$ cat config.mk
export PLATFORM = sky130hd
export DESIGN_NAME = csr_timer_bank
export DESIGN_NICKNAME = d
export VERILOG_FILES = /design/src/rtl/csr_timer_bank.sv
export SDC_FILE = /design/constraint.sdc
export NUM_CORES = 1
export LEC_CHECK = 0
export CAP_MARGIN = 20
export CORE_ASPECT_RATIO = 0.7
export CORE_UTILIZATION = 30
export CTS_CLUSTER_SIZE = 30
export DETAILED_ROUTE_END_ITERATION = 16
export SYNTH_ARGS = -nofsm -noshare
export SYNTH_HDL_FRONTEND = slang
export SYNTH_SLANG_ARGS = --single-unit
$ cat constraint.sdc
create_clock -name clk -period 7.45 [get_ports clk]
set_clock_uncertainty 0.15 [all_clocks]
set_input_delay 0.745 -clock clk [delete_from_list [all_inputs] [get_ports clk]]
set_output_delay 0.745 -clock clk [all_outputs]
set_load 0.05 [all_outputs]
$ cat src/rtl/csr_timer_bank.sv
// csr_timer_bank: NUM_CH countdown timers (one-shot/periodic) with pending bits,
// a global interrupt-enable mask and a lowest-index interrupt priority encoder.
module csr_timer_bank #(
    parameter int unsigned NUM_CH   = 4,
    parameter int unsigned CNT_W    = 32,
    parameter logic [13:0] CSR_BASE = 14'h100
) (
    input  logic              clk,
    input  logic              reset,
    input  logic [13:0]       csr_num,
    output logic [31:0]       csr_rvalue,
    input  logic              csr_we,
    input  logic [31:0]       csr_wmask,
    input  logic [31:0]       csr_wvalue,
    output logic [NUM_CH-1:0] irq_pend,
    output logic              has_int,
    output logic [2:0]        int_id
);

    localparam int unsigned IV_W    = CNT_W - 2;
    localparam logic [13:0] GLB_OFF = 14'(4 * NUM_CH);

    logic [NUM_CH-1:0]            en_q;
    logic [NUM_CH-1:0]            per_q;
    logic [NUM_CH-1:0][IV_W-1:0]  initv_q;
    logic [NUM_CH-1:0][CNT_W-1:0] cnt_q;
    logic [NUM_CH-1:0]            tinten_q;

    logic [13:0] off;
    logic [2:0]  sel_ch;
    logic [1:0]  sel_slot;
    logic        in_ch;
    logic        is_tinten;
    logic        is_tpend;

    logic [NUM_CH-1:0]            tcfg_we;
    logic [NUM_CH-1:0][CNT_W-1:0] tcfg_next;
    logic [NUM_CH-1:0]            pend_clr;
    logic [NUM_CH-1:0]            tinten_next;

    // Address decode relative to the bank base; addresses below the base wrap high and miss
    assign off       = csr_num - CSR_BASE;
    assign sel_ch    = off[4:2];
    assign sel_slot  = off[1:0];
    assign in_ch     = off < GLB_OFF;
    assign is_tinten = off == GLB_OFF;
    assign is_tpend  = off == (GLB_OFF + 14'd1);

    // Read mux: per-channel TCFG/TVAL, global TINTEN/TPEND, zero elsewhere
    always_comb begin
        csr_rvalue = '0;
        for (int i = 0; i < NUM_CH; i++) begin
            if (in_ch && sel_ch == 3'(i)) begin
                case (sel_slot)
                    2'd0:    csr_rvalue = 32'({initv_q[i], per_q[i], en_q[i]});
                    2'd1:    csr_rvalue = 32'(cnt_q[i]);
                    default: csr_rvalue = '0;
                endcase
            end
        end
        if (is_tinten) csr_rvalue = 32'(tinten_q);
        if (is_tpend)  csr_rvalue = 32'(irq_pend);
    end

    // Write decode and masked merge of register writes
    always_comb begin
        tcfg_we     = '0;
        tcfg_next   = '0;
        pend_clr    = '0;
        tinten_next = (csr_wmask[NUM_CH-1:0] & csr_wvalue[NUM_CH-1:0]) |
                      (~csr_wmask[NUM_CH-1:0] & tinten_q);
        for (int i = 0; i < NUM_CH; i++) begin
            tcfg_next[i] = (csr_wmask[CNT_W-1:0] & csr_wvalue[CNT_W-1:0]) |
                           (~csr_wmask[CNT_W-1:0] & {initv_q[i], per_q[i], en_q[i]});
            if (csr_we && in_ch && sel_ch == 3'(i)) begin
                tcfg_we[i]  = sel_slot == 2'd0;
                pend_clr[i] = (sel_slot == 2'd2) && csr_wmask[0] && csr_wvalue[0];
            end
        end
        if (csr_we && is_tpend)
            pend_clr = pend_clr | (csr_wmask[NUM_CH-1:0] & csr_wvalue[NUM_CH-1:0]);
    end

    // Config, counters and pending bits; a pending set beats a same-cycle clear
    always_ff @(posedge clk or posedge reset) begin
        if (reset) begin
            en_q     <= '0;
            per_q    <= '0;
            initv_q  <= '0;
            cnt_q    <= '1;
            tinten_q <= '0;
            irq_pend <= '0;
        end else begin
            if (csr_we && is_tinten) tinten_q <= tinten_next;
            for (int i = 0; i < NUM_CH; i++) begin
                if (tcfg_we[i]) begin
                    en_q[i]    <= tcfg_next[i][0];
                    per_q[i]   <= tcfg_next[i][1];
                    initv_q[i] <= tcfg_next[i][CNT_W-1:2];
                end
                if (tcfg_we[i] && tcfg_next[i][0])
                    cnt_q[i] <= {tcfg_next[i][CNT_W-1:2], 2'b00};
                else if (en_q[i] && cnt_q[i] != '1)
                    cnt_q[i] <= (cnt_q[i] == '0 && per_q[i]) ? {initv_q[i], 2'b00}
                                                            : cnt_q[i] - CNT_W'(1);
                if (en_q[i] && cnt_q[i] == '0) irq_pend[i] <= 1'b1;
                else if (pend_clr[i])          irq_pend[i] <= 1'b0;
            end
        end
    end

    // Lowest-index pending-and-enabled channel wins
    always_comb begin
        has_int = |(irq_pend & tinten_q);
        int_id  = '0;
        for (int i = NUM_CH - 1; i >= 0; i--) begin
            if (irq_pend[i] && tinten_q[i]) int_id = 3'(i);
        end
    end

endmodule

==> results of run 1 <==
-- worst min-delay path, stage by stage (launching register included) --
cell and delay [ns]:
dfstp_2 0.39, nand2_1 0.06, a21oi_1 0.06
-- power by group through the flow --
stage	Sequential, mW	Clock (mW)	Combinational (mW)
finish	1.45	1.67	0.263
global route	1.44	1.73	0.271
CTS	1.44	1.68	0.259
detailed placement	1.47	0	0.257
global placement	1.47	0	0.257
floorplan	1.47	0	0.117
-- metrics by stage --
| step | cells | instance area, um2 | setup WS (ns) | total power, mW | util |
|---|---|---|---|---|---|
| 6_report | 3061 | 22000 | 1.40 | 3.38 | 0.349 |
| 5_1_grt | 3060 | 22000 | 1.13 | 3.45 | 0.349 |
| 4_1_cts | 3059 | 22000 | 1.57 | 3.39 | 0.349 |
| 3_5_place_dp | 3003 | 20900 | 1.58 | 1.73 | 0.332 |
| 3_3_place_gp | 3003 | 20900 | 1.72 | 1.73 | 0.332 |
| 2_1_floorplan | 2181 | 19100 | 3.17 | 1.58 | - |
-- cells by family after synthesis --
family                     Yosys count  synth area share
AOI/OAI and AO/OA                  527             0.177
xor gates and xnor gates            51            0.0234
adders and majority gates            8           0.00524
buffers and inverters              234            0.0530
DFF                                264             0.354
muxes                              315             0.174
other                                1          0.000196
and+or+nand+nor                    781             0.213
-- final timing paths --
kind | endpoint | slack (ns) | cells past startpoint
max | csr_rvalue[22] | 1.40 | 7
min | cnt_q[32] | 0.37 | 2
max reg2reg | cnt_q[83] | 3.19 | 8
min reg2reg | cnt_q[32] | 0.37 | 2
max in group asynchronous | asynchronous set/reset pin | 5.45 | 3
min in group asynchronous | initv_q[42] | 0.41 | 2
-- area by class of cell --
class / count / share of cell area
multi-input cells: 1683 / 0.516
diodes: 1 / 0.000114
clock inverters: 16 / 0.00989
flip-flops and latches: 264 / 0.307
inverters: 71 / 0.0123
well taps: 829 / 0.0471
repair buffers: 157 / 0.0684
clock buffers: 40 / 0.0386
-- flip-flops by register name (all words and copies together) (netlist names), named ones only --
register and count:
irq_pend 4, cnt_q 128, initv_q 120, en_q 4
-- metal layers --
layer  global-route usage  part of all wire  up-vias
met1                0.439              0.45     9815
met4               0.0674             0.027        4
met5                    0           0.00029        -
met3               0.0985              0.14      157
met2                0.394              0.38     1483
li1                     -                 -     8123
-- layout by cell type (no fill, tap or decap), types with 8 or more instances in the layout --
master           instances
mux2_2                 129
a21o_1                  10
dfrtp_1                136
nand3_1                 86
a21oi_1                113
clkdlybuf4s50_1        118
inv_1                   70
or4_4                    8
or4_1                   23
nand4_1                 52
o21a_1                  10
mux2_1                  10
ha_1                     8
o211ai_1                40
mux2i_1                176
o221ai_1                26
o22a_1                  20
buf_4                   36
a22oi_1                 10
o21ai_0                138
a211oi_1                17
o22ai_1                 31
nand2b_1                46
nand2_1                246
nor2_1                 104
dfstp_2                128
nor4_1                  45
xnor2_1                 17
or3_1                   27
and3_1                  22
a31oi_1                 24
xor2_1                  34
o31ai_1                 18
clkbuf_16               31
nor3_1                  54
==> reports/metrics.yaml, run 1 <==
layout:
  layout-drive-gt1-share: 0.177
  multi_input_area_um2: 11400
  regArea_um2: 6770
  syn2layout_area_growth_pct: 15.1
  num-nets-final: 2296
  fillers: 6433
critical_path:
  crit_fanout: 13
  rr_startpoint: "cnt_q[64]"
  cp_top_family: "buffers and inverters"
  cp.arrival_ns: 5.16
  crit_path_end_kind: "output pin"
  cpPeakStageDelay_ns: 0.97
  crit_type: "in -> out"
  critPathLaunchType: "input port"
  critPathRequiredTime_ns: 6.55
  critical_path.startpoint: "csr_num[11]"
  crit_path_frequent_cell: "clkdlybuf4s50_1"
  critPathSlowestCell: "clkdlybuf4s50_1"
  crit_chain: "clkdlybuf4s50_1 > nor4_1 > and4_1 > nand4_1 > buf_4 > o221ai_1 > clkdlybuf4s50_1"
  path_buf_inv: 3
worst_hold_path:
  hp-class: "reg -> reg"
  holdCritStartpoint: "cnt_q[32]"
clock_network:
  clk_path_buf_depth: 3
  numCtsBuffers: 30
  cts_hold_buf: 0
  root_buffer: "clkbuf_16"
  cts_resized: 0
  post_cts_buffers: 0
  clk_latency_ns: 0.60
  clk_pin_slew_ns: 0.06
  htreeDepth: 1
  cts_tree: "done"
  numClockSinks: 264
sta:
  slew_headroom: 0.216
  timing.final.crit_share: 0.812
  worst_slew_pin_slew_ns: 1.18
  setup_violations: 0
  hold_viol_final: 0
  fin_crit_ns: 6.05
  drv_slew: 0
  hold_ws_ns: 0.370
  setup_tns_ns: 0
  rsz0062_at_grt: "no"
  fmax_mhz: 165
synthesis:
  synth_edf_count: 0
  netlist_top_cells_count: "nand2_1 (246), mux2i_1 (176), o21ai_0 (140)"
  synth_cell_types: 88
  ys_warn_count: 0
  synth_top_cell_by_area: "dfrtp_1"
  yosysSeqAreaShare: 0.354
  synth_cells: 2181
  synth_top_cell_area_share: 0.178
  synth.most_common_cell: "nand2_1"
  synthArstFlopShare: 1.00
  synthesis.nets: 2270
  yosys-top-cells-area: "dfrtp_1 (18%), dfstp_2 (18%), mux2i_1 (9.2%)"
  yosys_register_bits: 264
  synth-main-ff-cell: "dfrtp_1"
  syn_avg_cell_area_um2: 8.77
  syn-cell-area_um2: 19100
floorplan:
  initial_utilization: 0.303
  die_w_um: 304
  die_area_um2: 64800
  core_area_um2: 63100
  ios: 121
  die_h_um: 213
  rows: 77
route:
  dr.pass1.iters: 7
  avgViaCountPerCell: 6.40
  first_iter_violations: 3073
  route.antenna.remaining_nets: 0
  drc: 0
  vias: 19600
  wirelength_um: 96100
  wire_per_inst_um: 31.4
power:
  power_density_nw_per_um2: 154
  p_seq_frac: 0.428
  internal-power_mw: 2.49
  switchingPower_mw: 0.884
  leakage_nw: 8.74
  swShare: 0.262
  clkPwrFrac: 0.494
  ir_drop_v: 0.000212
  p_comb_frac: 0.078
global_route:
  grt_pass1_wl_um: 137000
  globalRouteOverflowTotal: 0
  grt_pass1_vias: 18100
  grt_usage: 0.293
  grt_max_degree: 120
  antenna_found_initial: 8
placement:
  post-dp-hpwl_um: 73100
  port_buffers: 119
  gp_congestion: 1.05
flow_run:
  maxCapViolCount: 0
run_status:
  status: "finished, final reports clean"
Power figures use the tool's default switching activity.
==> inputs of run 2 (changes only) <==
==> constraint.sdc (replaced) <==
create_clock -name clk -period 4.9 [get_ports clk]
set_clock_uncertainty 0.15 [all_clocks]
set_input_delay 0.49 -clock clk [delete_from_list [all_inputs] [get_ports clk]]
set_output_delay 0.49 -clock clk [all_outputs]
set_load 0.05 [all_outputs]
==> run 2 against run 1 <==
Power is 52% higher. First-iteration DRC count is 6.3% lower. Combinational power is 68% higher. Via count is 0.78% higher. Largest cell class unchanged.
==> reports/metrics.yaml, run 2 (synthesis gave the netlist of run 1 again) <==
floorplan:
  die_w_um: 304  # unchanged
  ios: 121  # unchanged
  die_h_um: 213  # unchanged
  initial_utilization: 0.303  # unchanged
  rows: 77  # unchanged
  die_area_um2: 64800  # unchanged
  core_area_um2: 63100  # unchanged
sta:
  rsz0062_at_grt: "no"
  timing.final.ws_setup_ns: 0.532  # -0.867 ns
  timing.final.crit_share: 0.891
  hold_viol_final: 0  # unchanged
  fmax_mhz: 229
  drv_slew: 0  # unchanged
  slew_headroom: 0.205  # -0.0109
  setup_violations: 0  # unchanged
  worst_slew_pin_slew_ns: 1.16  # -0.0168 ns
  setup_tns_ns: 0  # unchanged
  fin_crit_ns: 4.37
clock_network:
  htreeDepth: 2  # +1
  post_cts_buffers: 0  # unchanged
  numCtsBuffers: 34  # +13%
  clk_latency_ns: 0.54  # -0.06 ns
  cts_resized: 0  # unchanged
  root_buffer: "clkbuf_16"
  numClockSinks: 264  # unchanged
  cts_hold_buf: 0  # unchanged
  clk_pin_slew_ns: 0.06  # about the same
  clk_path_buf_depth: 3  # unchanged
  cts_tree: "done"
layout:
  reg_top3: "cnt_q: 128 flops, initv_q: 120 flops"
  utilization: 0.360  # +0.0116
  num-nets-final: 2353  # +2.5%
  largest_reg_flops: 128  # unchanged
  diodes: 0  # -1
  layout-drive-gt1-share: 0.207  # +0.0307
  layout.cells.most_common: "nand2_1"
  syn2layout_area_growth_pct: 18.9
  top_register: "cnt_q"
  layout_common_cells: "nand2_1 (246), mux2i_1 (176), o21ai_0 (138)"
  final_area_um2: 22700  # +3.3%
  final_cells: 3116  # +1.8%
power:
  ir_drop_v: 0.000186  # -12%
  power_density_nw_per_um2: 227  # +48%
  leakage_nw: 9.14  # +4.6%
placement:
  place_area_um2: 21700  # +3.5%
  placed_cells: 3054  # +1.7%
  gp_congestion: 1.02  # -2.6%
  port_buffers: 119  # unchanged
  post-dp-hpwl_um: 79400  # +8.6%
  place_ws_ns: 0.638  # -0.944 ns
global_route:
  antenna_found_initial: 10  # +2
  grt_usage: 0.310  # +0.0170
  grt.busiest_layer: "met1"
  grt_pass1_vias: 18000  # -0.72%
  use_met3: 0.126  # +0.0275
  grt.met1_usage: 0.460  # +0.0207
  grt_pass1_wl_um: 143000  # +3.8%
  globalRouteOverflowTotal: 0  # unchanged
  grt_use_met2: 0.406  # +0.0119
  grt_max_degree: 88  # -27%
route:
  wire_per_inst_um: 32.8  # +4.3%
  drc: 0  # unchanged
  vias: 19700  # +0.78%
  dr.pass1.iters: 6  # -1
  avgViaCountPerCell: 6.33  # -1.0%
  wirelength_um: 102000  # +6.2%
  first_iter_violations: 2878  # -6.3%
  route.antenna.remaining_nets: 0  # unchanged
worst_hold_path:
  hp-class: "in -> async"
critical_path:
  rr_startpoint: "cnt_q[96]"
  crit_path_end_kind: "output pin"
  critical_path.startpoint: "csr_num[13]"
  crit_path_frequent_cell: "or4_4"
  critPathLaunchType: "input port"
  crit_chain: "clkdlybuf4s50_1 > or4_4 > or4_4 > nor2_1 > nand2_2 > o221ai_1 > buf_12"
  cp.arrival_ns: 3.73  # -1.43 ns
  critPathRequiredTime_ns: 4.26  # -2.29 ns
  cp_top_family: "simple AND/OR/NAND/NOR gates"
  crit_fanout: 28  # +15
  cpPeakStageDelay_ns: 0.64  # -0.33 ns
  critPathSlowestCell: "o221ai_1"
  path_buf_inv: 2  # -1
  crit_type: "in -> out"
run_status:
  status: "finished, final reports clean"
flow_run:
  maxCapViolCount: 0  # unchanged
[run 2: power breakdown]
| group | internal, mW | total, mW | switching (mW) |
|---|---|---|---|
| registers | 2.19 | 2.20 | 0.00647 |
| clock network | 1.43 | 2.51 | 1.08 |
| logic | 0.134 | 0.442 | 0.308 |
[run 2: routing by layer]
| layer | share of wire | up-vias | wire, um |
|---|---|---|---|
| met5 | 0.00064 | - | 65 |
| met4 | 0.024 | 8 | 2470 |
| met3 | 0.15 | 151 | 15100 |
| met2 | 0.37 | 1354 | 38100 |
| met1 | 0.45 | 9989 | 46300 |
| li1 | - | 8232 | - |
[run 2: through the flow]
stage,hold WS (ns),total power [mW]
3_5_place_dp,0.345,2.66
4_1_cts,0.199,5.15
3_3_place_gp,0.339,2.67
5_1_grt,0.240,5.26
6_report,0.198,5.15
2_1_floorplan,0.321,2.41
[run 2: final cells by class]
cell class | count | area, um2
multi-input combinational | 1683 | 11400
fill | 6455 | 40400
tap | 829 | 1040
timing repair buffer | 210 | 2260
clock inverter | 6 | 66.3
inverter | 71 | 270
clock buffer | 53 | 982
sequential | 264 | 6770
[run 2: path summary, 6_finish.rpt]
check / depth (start not counted) / endpoint / slack, ns
min reg2reg: 2 / cnt_q[32] / 0.36
max reg2reg: 8 / cnt_q[105] / 1.36
min: 2 / initv_q[47] / 0.20
max in group asynchronous: 3 / initv_q[14] / 3.38
max: 7 / csr_rvalue[23] / 0.53
min in group clk: 2 / cnt_q[32] / 0.36
[run 2: worst reg2reg max path, delay by kind of cell (launching register included)]
kind / cells / cell delay (ns)
fa+ha+maj: 1 / 0.20
flops: 1 / 0.40
compound gates: 2 / 0.43
simple gates: 4 / 2.17
buf+inv: 1 / 0.09
==> inputs of run 3 (changes only) <==
--- a/config.mk
+++ b/config.mk
@@ -7,9 +7,10 @@
 export LEC_CHECK = 0
 export CAP_MARGIN = 20
 export CORE_ASPECT_RATIO = 0.7
-export CORE_UTILIZATION = 30
+export CORE_UTILIZATION = 55
 export CTS_CLUSTER_SIZE = 30
 export DETAILED_ROUTE_END_ITERATION = 16
+export PLACE_DENSITY = 0.78
 export SYNTH_ARGS = -nofsm -noshare
 export SYNTH_HDL_FRONTEND = slang
 export SYNTH_SLANG_ARGS = --single-unit
==> constraint.sdc (replaced) <==
create_clock -name clk -period 4.9 [get_ports clk]
set_clock_uncertainty 0.15 [all_clocks]
set_input_delay 0.49 -clock clk [delete_from_list [all_inputs] [get_ports clk]]
set_output_delay 0.49 -clock clk [all_outputs]
set_load 0.02 [all_outputs]
==> run 3 against run 2 <==
Register-to-register slack worse by 0.26 ns. Core utilization is 28 points higher. Cell count is 13% lower. Design area is 4.0% lower. Largest power group unchanged. Count of clock-buffer cells in the layout fell by 17. Combinational power is 3% lower. Via count up 1.1%. Critical path type unchanged.
==> reports/metrics.yaml, run 3 (synthesis gave the netlist of run 1 again) <==
route:
  drc: 0  # unchanged
  wirelength_um: 90500  # -11%
  avgViaCountPerCell: 7.34  # +16%
  dr.pass1.iters: 8  # +2
  wire_per_inst_um: 33.3  # +1.6%
  route.antenna.remaining_nets: 0  # unchanged
  vias: 20000  # +1.1%
  first_iter_violations: 3788  # +32%
sta:
  hold_viol_final: 0  # unchanged
  fin_crit_ns: 4.51  # +0.139 ns
  rsz0062_at_grt: "no"
  setup_violations: 0  # unchanged
  slew_headroom: 0.218  # +0.0125
  fmax_mhz: 222  # -3.1%
  worst_slew_pin_slew_ns: 1.17  # +0.0143 ns
  timing.final.crit_share: 0.920  # +0.0283
  timing.final.ws_setup_ns: 0.394  # -0.139 ns
  setup_tns_ns: 0  # unchanged
  drv_slew: 0  # unchanged
critical_path:
  cp_top_family: "simple AND/OR/NAND/NOR gates"
  crit_path_frequent_cell: "clkdlybuf4s50_1"
  path_buf_inv: 3  # +1
  crit_fanout: 13  # -54%
  cp.arrival_ns: 3.87  # +0.14 ns
  reg2reg_depth: 8  # unchanged
  critPathLaunchType: "input port"
  crit_chain: "clkdlybuf4s50_1 > or4_4 > nor4_1 > buf_4 > nand3_1 > o22ai_1 > nand2_1 > o221ai_1 > clkdlybuf4s50_1"
  r2r_slack_ns: 1.10  # -0.26 ns
  crit_path_end_kind: "output pin"
  critPathRequiredTime_ns: 4.26  # about the same
  cp_num_cells: 9  # +2
  critPathSlowestCell: "clkdlybuf4s50_1"
  crit_type: "in -> out"
  cpPeakStageDelay_ns: 0.71  # +0.07 ns
floorplan:
  initial_utilization: 0.565  # +0.262
  core_area_um2: 33800  # -46%
  ios: 121  # unchanged
  rows: 56  # -27%
  die_area_um2: 35500  # -45%
  die_h_um: 158  # -26%
  die_w_um: 225  # -26%
clock_network:
  clk_pin_slew_ns: 0.07  # about the same
  root_buffer: "clkbuf_16"
  clk_path_buf_depth: 3  # unchanged
  htreeDepth: 1  # -1
  cts_hold_buf: 0  # unchanged
  clk_latency_ns: 0.60  # +0.06 ns
  cts_resized: 0  # unchanged
  post_cts_buffers: 0  # unchanged
  cts_tree: "done"
  numCtsBuffers: 29  # -15%
  numClockSinks: 264  # unchanged
layout:
  num-nets-final: 2320  # -1.4%
  final_area_um2: 21800  # -4.0%
  layout-drive-gt1-share: 0.186  # -0.0209
  fillers: 2853  # -56%
  syn2layout_area_growth_pct: 14.2
  utilization: 0.645  # +0.285
  reg_top3: "cnt_q: 128 flops, initv_q: 120 flops"
  multi_input_area_um2: 11300  # about the same
  layout.cells.most_common: "nand2_1"
  largest_reg_flops: 128  # unchanged
  regArea_um2: 6770  # unchanged
  layout_common_cells: "nand2_1 (246), mux2i_1 (176), o21ai_0 (138)"
  top_register: "cnt_q"
power:
  power.total_mw: 5.27  # +2.3%
  p_comb_frac: 0.082  # -0.004
  power_density_nw_per_um2: 241  # +6.6%
  leakage_nw: 8.90  # -2.7%
  clkPwrFrac: 0.502  # +0.014
  p_seq_frac: 0.417  # -0.010
  swShare: 0.257  # -0.0145
  switchingPower_mw: 1.35  # -3.2%
  ir_drop_v: 0.000255  # +37%
  internal-power_mw: 3.92  # +4.4%
placement:
  post-dp-hpwl_um: 66400  # -16%
  place_area_um2: 20700  # -4.6%
  gp_congestion: 1.09  # +6.9%
  port_buffers: 119  # unchanged
  place_ws_ns: 0.512  # -0.126 ns
run_status:
  status: "finished, final reports clean"
global_route:
  grt_max_degree: 150  # +70%
  globalRouteOverflowTotal: 0  # unchanged
  grt_pass1_wl_um: 129000  # -9.6%
  antenna_found_initial: 4  # -6
  grt_pass1_vias: 18200  # +1.1%
  grt_usage: 0.507  # +0.197
worst_hold_path:
  hp-class: "in -> async"
flow_run:
  maxCapViolCount: 0  # unchanged
-- run 3: final timing paths --
kind	start	end
worst max-delay path	csr_num[13]	csr_rvalue[23]
worst min-delay path	reset	initv_q[46]
worst max register to register	cnt_q[32]	cnt_q[34]
worst min register to register	cnt_q[33]	cnt_q[33]
max in group asynchronous	reset	initv_q[35]
min in group clk	cnt_q[33]	cnt_q[33]
-- run 3: final cells by class --
cell class	instances	share of cell area
clock buffer	36	0.0372
multi-input combinational	1683	0.520
inverter	71	0.0124
tap	464	0.0266
clock inverter	18	0.0143
antenna	2	0.000229
sequential	264	0.310
timing repair buffer	182	0.0794
-- run 3: metal layers --
| layer | GRT usage | part of all wire |
|---|---|---|
| met1 | 0.693 | 0.39 |
| met2 | 0.685 | 0.38 |
| met3 | 0.215 | 0.18 |
| met4 | 0.232 | 0.057 |
| met5 | 0 | 0.00025 |
-- run 3: power groups by stage --
stage / registers, mW / clock network [mW] / logic (mW)
2_1_floorplan: 2.23 / 0 / 0.177
3_3_place_gp: 2.23 / 0 / 0.407
3_5_place_dp: 2.23 / 0 / 0.407
4_1_cts: 2.20 / 2.63 / 0.408
5_1_grt: 2.20 / 2.71 / 0.429
6_report: 2.20 / 2.65 / 0.430
-- run 3: per-stage QoR --
| stage | std cells | hold WS [ns] |
|---|---|---|
| floorplan | 2181 | 0.321 |
| global placement | 2662 | 0.336 |
| detailed placement | 2662 | 0.351 |
| CTS | 2716 | 0.0920 |
| global route | 2718 | 0.116 |
| finish | 2720 | 0.0882 |
